==> config.mk <==
export PLATFORM = sky130hd
export DESIGN_NAME = contador_garrafas
export DESIGN_NICKNAME = d
export VERILOG_FILES = /design/src/rtl/contador_garrafas.sv
export SDC_FILE = /design/constraint.sdc
export NUM_CORES = 1
export LEC_CHECK = 0
export BUFFER_PORTS_ARGS = -buffer_cell sky130_fd_sc_hd__buf_4
export CELL_PAD_IN_SITES_DETAIL_PLACEMENT = 1
export CELL_PAD_IN_SITES_GLOBAL_PLACEMENT = 1
export CORE_MARGIN = 4
export CORE_UTILIZATION = 42
export DETAILED_ROUTE_END_ITERATION = 8
export PLACE_DENSITY = 0.82
export REMOVE_ABC_BUFFERS = 1
export SKIP_LAST_GASP = 1
export SYNTH_ARGS = -nofsm -noshare
export SYNTH_HDL_FRONTEND = slang
export SYNTH_SLANG_ARGS = --single-unit
==> constraint.sdc <==
create_clock -name CLOCK -period 3.7 [get_ports CLOCK]
set_clock_uncertainty 0.2 [all_clocks]
set_input_delay 0 -clock CLOCK [delete_from_list [all_inputs] [get_ports CLOCK]]
set_output_delay 0 -clock CLOCK [all_outputs]
set_load 0.02 [all_outputs]
==> src/rtl/contador_garrafas.sv <==
// Bottle counter: debounces a presence sensor, counts accepted bottles per dozen,
// tallies rejects (saturating) and pulses DUZIA once per completed dozen.
module contador_garrafas #(
  parameter int unsigned DEBOUNCE = 3,
  parameter int unsigned DOZEN    = 12
) (
  input  logic       CLOCK,
  input  logic       RESET,
  input  logic       SENSOR,
  input  logic       REJECT,
  input  logic       PAUSE,
  output logic [3:0] COUNT,
  output logic       DUZIA,
  output logic [3:0] REJEITADAS,
  output logic       PRESENTE
);

  localparam logic [3:0] DEB  = 4'(DEBOUNCE);
  localparam logic [3:0] LAST = 4'(DOZEN - 1);

  typedef enum logic [1:0] {IDLE, CONFIRM, PRESENT, RELEASE} state_t;

  state_t     state_q, state_d;
  logic [3:0] cnt_q, cnt_d;
  logic [3:0] count_q, count_d;
  logic [3:0] rej_q, rej_d;
  logic       duzia_q, duzia_d;
  logic       evento;

  always_ff @(posedge CLOCK) begin
    if (!RESET) begin
      state_q <= IDLE;
      cnt_q   <= 4'd0;
      count_q <= 4'd0;
      rej_q   <= 4'd0;
      duzia_q <= 1'b0;
    end else begin
      state_q <= state_d;
      cnt_q   <= cnt_d;
      count_q <= count_d;
      rej_q   <= rej_d;
      duzia_q <= duzia_d;
    end
  end

  // EVENT fires in the same cycle the FSM commits to PRESENT, so the counters
  // sample REJECT/PAUSE in that cycle and update on the edge that enters PRESENT.
  always_comb begin
    state_d = state_q;
    cnt_d   = cnt_q;
    evento  = 1'b0;
    case (state_q)
      IDLE: begin
        cnt_d = 4'd0;
        if (SENSOR) begin
          if (DEB == 4'd1) begin
            state_d = PRESENT;
            evento  = 1'b1;
          end else begin
            state_d = CONFIRM;
            cnt_d   = 4'd1;
          end
        end
      end
      CONFIRM: begin
        if (!SENSOR) begin
          state_d = IDLE;
          cnt_d   = 4'd0;
        end else if (cnt_q + 4'd1 == DEB) begin
          state_d = PRESENT;
          cnt_d   = 4'd0;
          evento  = 1'b1;
        end else begin
          cnt_d = cnt_q + 4'd1;
        end
      end
      PRESENT: begin
        cnt_d = 4'd0;
        if (!SENSOR) begin
          if (DEB == 4'd1) begin
            state_d = IDLE;
          end else begin
            state_d = RELEASE;
            cnt_d   = 4'd1;
          end
        end
      end
      RELEASE: begin
        if (SENSOR) begin
          state_d = PRESENT;
          cnt_d   = 4'd0;
        end else if (cnt_q + 4'd1 == DEB) begin
          state_d = IDLE;
          cnt_d   = 4'd0;
        end else begin
          cnt_d = cnt_q + 4'd1;
        end
      end
      default: begin
        state_d = IDLE;
        cnt_d   = 4'd0;
      end
    endcase
  end

  always_comb begin
    count_d = count_q;
    rej_d   = rej_q;
    duzia_d = 1'b0;
    if (evento && !PAUSE) begin
      if (REJECT) begin
        if (rej_q != 4'd15) rej_d = rej_q + 4'd1;
      end else if (count_q == LAST) begin
        count_d = 4'd0;
        duzia_d = 1'b1;
      end else begin
        count_d = count_q + 4'd1;
      end
    end
  end

  assign COUNT      = count_q;
  assign DUZIA      = duzia_q;
  assign REJEITADAS = rej_q;
  assign PRESENTE   = (state_q == PRESENT) || (state_q == RELEASE);

endmodule

Yosys cells after proc, flatten, opt, wreduce, memory -nomap -nowiden. Cells that the tools add are included.

Register bits after elaboration: 15. Word-level logic and storage cells: 47. Input port bits: 5.

Mux-type cells: 18. Add/sub/neg operators: 3. Reduce and logical (&&, ||, !) cells: 8. Equality and inequality tests: 10. Bitwise logic cells: 3.

Operator list (number): 4-bit 2-to-1 mux (4); 4-bit one-hot mux with 4 select lines (1); 4-bit by 1-bit adder with 4-bit output (second input constant) (3); 2-bit 2-to-1 mux (6); 2-bit one-hot mux with 4 select lines (1); 1-bit 2-to-1 mux (6); 3-bit != test (second input constant) (2); 2-bit equality test (second input constant) (2); 4-bit by 2-bit equality test with 1-bit output (second input constant) (1); 4-bit equality test (second input constant) (1); 2-bit != test (second input constant) (2); 4-bit != test (second input constant) (1); 4-bit AND reduction (1); 1-bit NOT (3); 3-bit AND reduction (1); 3-bit OR reduction (1); 2-bit by 1-bit equality test with 1-bit output (second input constant) (1); 2-bit logical NOT (1); 2-bit AND reduction (1); 1-bit logical AND (1); 1-bit logical NOT (1); 1-bit logical OR (1).

Logic depth before layout (Yosys ltp).
Depth after elaboration: 8. Depth in mapped cells: 6.

Least setup slack after synthesis. No wires, ideal clock.

Path type: reg2reg. Start point: register cnt_q[0]. End point: register count_q[3] (netlist: COUNT[3]). Path buffers: 1. Path slack: 1788 ps. Clock period less this slack: 1912 ps. Required time: 3430 ps. Arrival time: 1642 ps. Cell stages (with the launch flop): 7. Cell sequence: dfxtp_1 -> ha_1 -> nor3_2 -> a41oi_2 -> buf_6 -> or4_1 -> a21oi_1.

Cells in the longest elaborated chain, start to end: 7.

Ends and longest elaborated chain: start, declared (line 24) `logic [3:0] cnt_q, cnt_d;`; start signal, assigned (line 39) `cnt_q <= cnt_d;`; 4-bit by 1-bit adder with 4-bit output (line 69) `end else if (cnt_q + 4'd1 == DEB) begin`; 4-bit by 2-bit equality test with 1-bit output (line 69); 1-bit 2-to-1 mux (line 69); 1-bit 2-to-1 mux (line 66) `if (!SENSOR) begin`; 1-bit 2-to-1 mux (line 52) `case (state_q)`; 1-bit logical AND (line 110) `if (evento && !PAUSE) begin`; 2-bit AND reduction (no line); end signal, assigned (line 40) `count_q <= count_d;`; end, declared (line 25) `logic [3:0] count_q, count_d;`.

Every way passes these cells. A chain may end at the register's enable or synchronous reset.

Final worst setup path.
Start point: register cnt_q[1]. End point: register rej_q[3] (netlist: REJEITADAS[3]).

Cells in the longest elaborated chain, start to end: 7.

Ends and longest elaborated chain: 4-bit by 1-bit adder with 4-bit output (line 69); 4-bit by 2-bit equality test with 1-bit output (line 69); 1-bit 2-to-1 mux (line 69); 1-bit 2-to-1 mux (line 66); 1-bit 2-to-1 mux (line 52); 1-bit logical AND (line 110); 3-bit AND reduction (no line); end signal, assigned (line 41) `rej_q <= rej_d;`; end, declared (line 26) `logic [3:0] rej_q, rej_d;`.

Every way passes these cells.

==> results.cfg <==
[clock_tree]
cts-resized-gates = 0
cts_root_buf = clkbuf_4
clockBufferDepth = 2
htree_levels = 1
numCtsBuffers = 3
cts_tree = yes
numClockSinks = 15
clk_pin_slew_worst_paths_ns = 0.09
clock_latency_ns = 0.29

[floorplan]
die_h_um = 50.8
pin_count = 15
die_w_um = 50.8
dieArea_sq_mm = 0.00258
rows = 15
initial_utilization_pct = 44.6
coreArea_sq_mm = 0.00173

[synth]
synth_flop_cell = dfxtp_1
synth_most_common_cell = dfxtp_1
synth_area_leaders = dfxtp_1 (39%), ha_1 (6.5%), a21oi_1 (5.2%)
synth_edf_count = 0
synth_top_area_share_pct = 39.0
seq_area_frac_synth_pct = 39.0
synthArstFlopShare_pct = 0
synth_area_sq_um = 771
synthDistinctLibCells = 35
yosysTopAreaCell = dfxtp_1
synth_seq_cells = 15
synth_common_cells = dfxtp_1 (15), a21oi_1 (8), nand3_1 (7)
ys_warn_count = 0
synth_cells = 85
avgSynthCellArea_sq_um = 9.07

[pwr]
power_density_mw_per_mm2 = 289
total_power_uw = 272
vdd_drop_max_mv = 0.161
p_leak_nw = 0.375

[setup_path]
r2r_cells = 5
worst_r2r_endpoint = REJEITADAS[3]
reg2reg_slack_ns = 1.69
required_ns = 3.72
worstSetupEndpointType = flip-flop
r2r_start = cnt_q[1]
crit_path_start_kind = flip-flop
arrival_ns = 2.03
cp_max_fo = 5
path_class = reg2reg

[layout]
antenna_cells = 0
area_growth_pct = 22.4
fillCellCount = 219
nets = 113
drive_gt1_share_pct = 20.4

[route]
ant_nets = 0
wl_per_cell_um = 13.8
first_iter_violations = 4
via_per_inst = 5.59
drt-total-wl_mm = 1.77
vias = 716
drc_errors = 0
dr.pass1.iters = 4

[timing]
fmax_mhz = 498
finalSetupViolCount = 0
post-route-min-period_ns = 2.01
slew_headroom_pct = 69.9
tightest_slew_ns = 0.451
tns_ns = 0
rsz0062_at_grt = false
timing.final.crit_share_pct = 54.2
whs_ns = 0.118
hold_violations = 0
slew_violations = 0

[global_routing]
antenna_found_initial = 0
globalRouteOverflowTotal = 0
grt_first_pass_wirelength_mm = 3.14
grt_max_degree = 12
grt_pass1_vias = 717
grtUsageTotal_pct = 16.2

[hold_path]
hold_end = DUZIA
min_from = PAUSE
holdPathStages = 4
hold_path_class = in2reg

[run]
max_cap_viol_count = 0

[placed_design]
hpwl_mm = 1.37
gp_congestion = 0.769
io_buffers = 14

[status]
status = finished clean
final cells by class:
| type | count | area (sq um) | share of cell area, % |
|---|---|---|---|
| repair buffers | 17 | 135 | 14.3 |
| multi-input cells | 63 | 435 | 46.2 |
| flip-flops and latches | 15 | 300 | 31.8 |
| inverters | 4 | 15.0 | 1.59 |
| clock buffers | 4 | 26.3 | 2.79 |
| well taps | 25 | 31.3 | 3.32 |
how the worst max path moves through the flow:
stage | startpoint | to
2_1_floorplan | cnt_q[0] | REJEITADAS[3]
3_3_place_gp | cnt_q[0] | REJEITADAS[3]
3_5_place_dp | cnt_q[1] | REJEITADAS[3]
4_1_cts | cnt_q[0] | REJEITADAS[3]
5_1_grt | cnt_q[1] | REJEITADAS[3]
6_report | cnt_q[1] | REJEITADAS[3]
layer usage:
| metal | share of wire (%) | wire, um | track usage (%) | vias up |
|---|---|---|---|---|
| met5 | 0 | 0 | 0 | - |
| met3 | 3.2 | 57 | 2.92 | 5 |
| met2 | 47 | 827 | 25.9 | 13 |
| met1 | 48 | 851 | 20.6 | 344 |
| met4 | 1.9 | 33 | 8.97 | 0 |
| li1 | - | - | - | 354 |
through the flow:
| step | setup WS, ns | util (%) | cell area [sq um] | instances |
|---|---|---|---|---|
| 4_1_cts | 1.68 | 54.6 | 943 | 128 |
| 2_1_floorplan | 1.84 | - | 751 | 82 |
| 5_1_grt | 1.51 | 54.6 | 943 | 128 |
| 3_5_place_dp | 1.71 | 51.4 | 887 | 121 |
| 3_3_place_gp | 1.78 | 51.4 | 887 | 121 |
| 6_report | 1.69 | 54.6 | 943 | 128 |
cells in the final DEF, fill, tap and decap left out, types with 3 or more instances in the layout:
| master | synthesis | final |
|---|---|---|
| ha_1 | 4 | 4 |
| dlygate4sd3_1 | 0 | 3 |
| nand3_1 | 7 | 7 |
| inv_1 | 4 | 4 |
| nor2b_1 | 3 | 3 |
| clkbuf_4 | 0 | 3 |
| a21oi_1 | 8 | 8 |
| buf_4 | 0 | 14 |
| nor2_1 | 3 | 3 |
| dfxtp_1 | 15 | 15 |
| o21ai_0 | 5 | 5 |
| and3_1 | 3 | 3 |
critical path, stage by stage, from the launching register on:
cell     delay, ns
dfxtp_1       0.40
ha_1          0.24
and3b_1       0.23
nand4_1       0.20
or4_1         0.51
a21oi_1       0.16
sequential cells by signal, summed over array words and instances (netlist names), named ones only:
name,cells
state_q,1
REJEITADAS,4
COUNT,4
DUZIA,1
cnt_q,4
where the power goes:
group          internal [mW]  switching [mW]
Sequential             0.163         0.00155
Combinational        0.00728         0.00667
Clock                 0.0419          0.0523
logic make-up (layout without fill, tap and decap cells):
group / Yosys count / in the layout / synth area share, %
buffers and inverters: 7 / 25 / 4.54
AND/OR/NAND/NOR: 31 / 31 / 24.7
multiplexers: 1 / 1 / 1.30
XOR/XNOR: 2 / 2 / 2.27
adder cells (fa/ha/maj): 4 / 4 / 6.49
flip-flops: 15 / 15 / 39.0
AO/OA/AOI/OAI: 25 / 25 / 21.8
what timing repair did:
action / CTS / global route
hold buffers: 3 / 0
endpoints found under the hold margin: 15 / 0
setup buffers: 0 / 0
No activity file was read; power rests on OpenSTA's default activity.
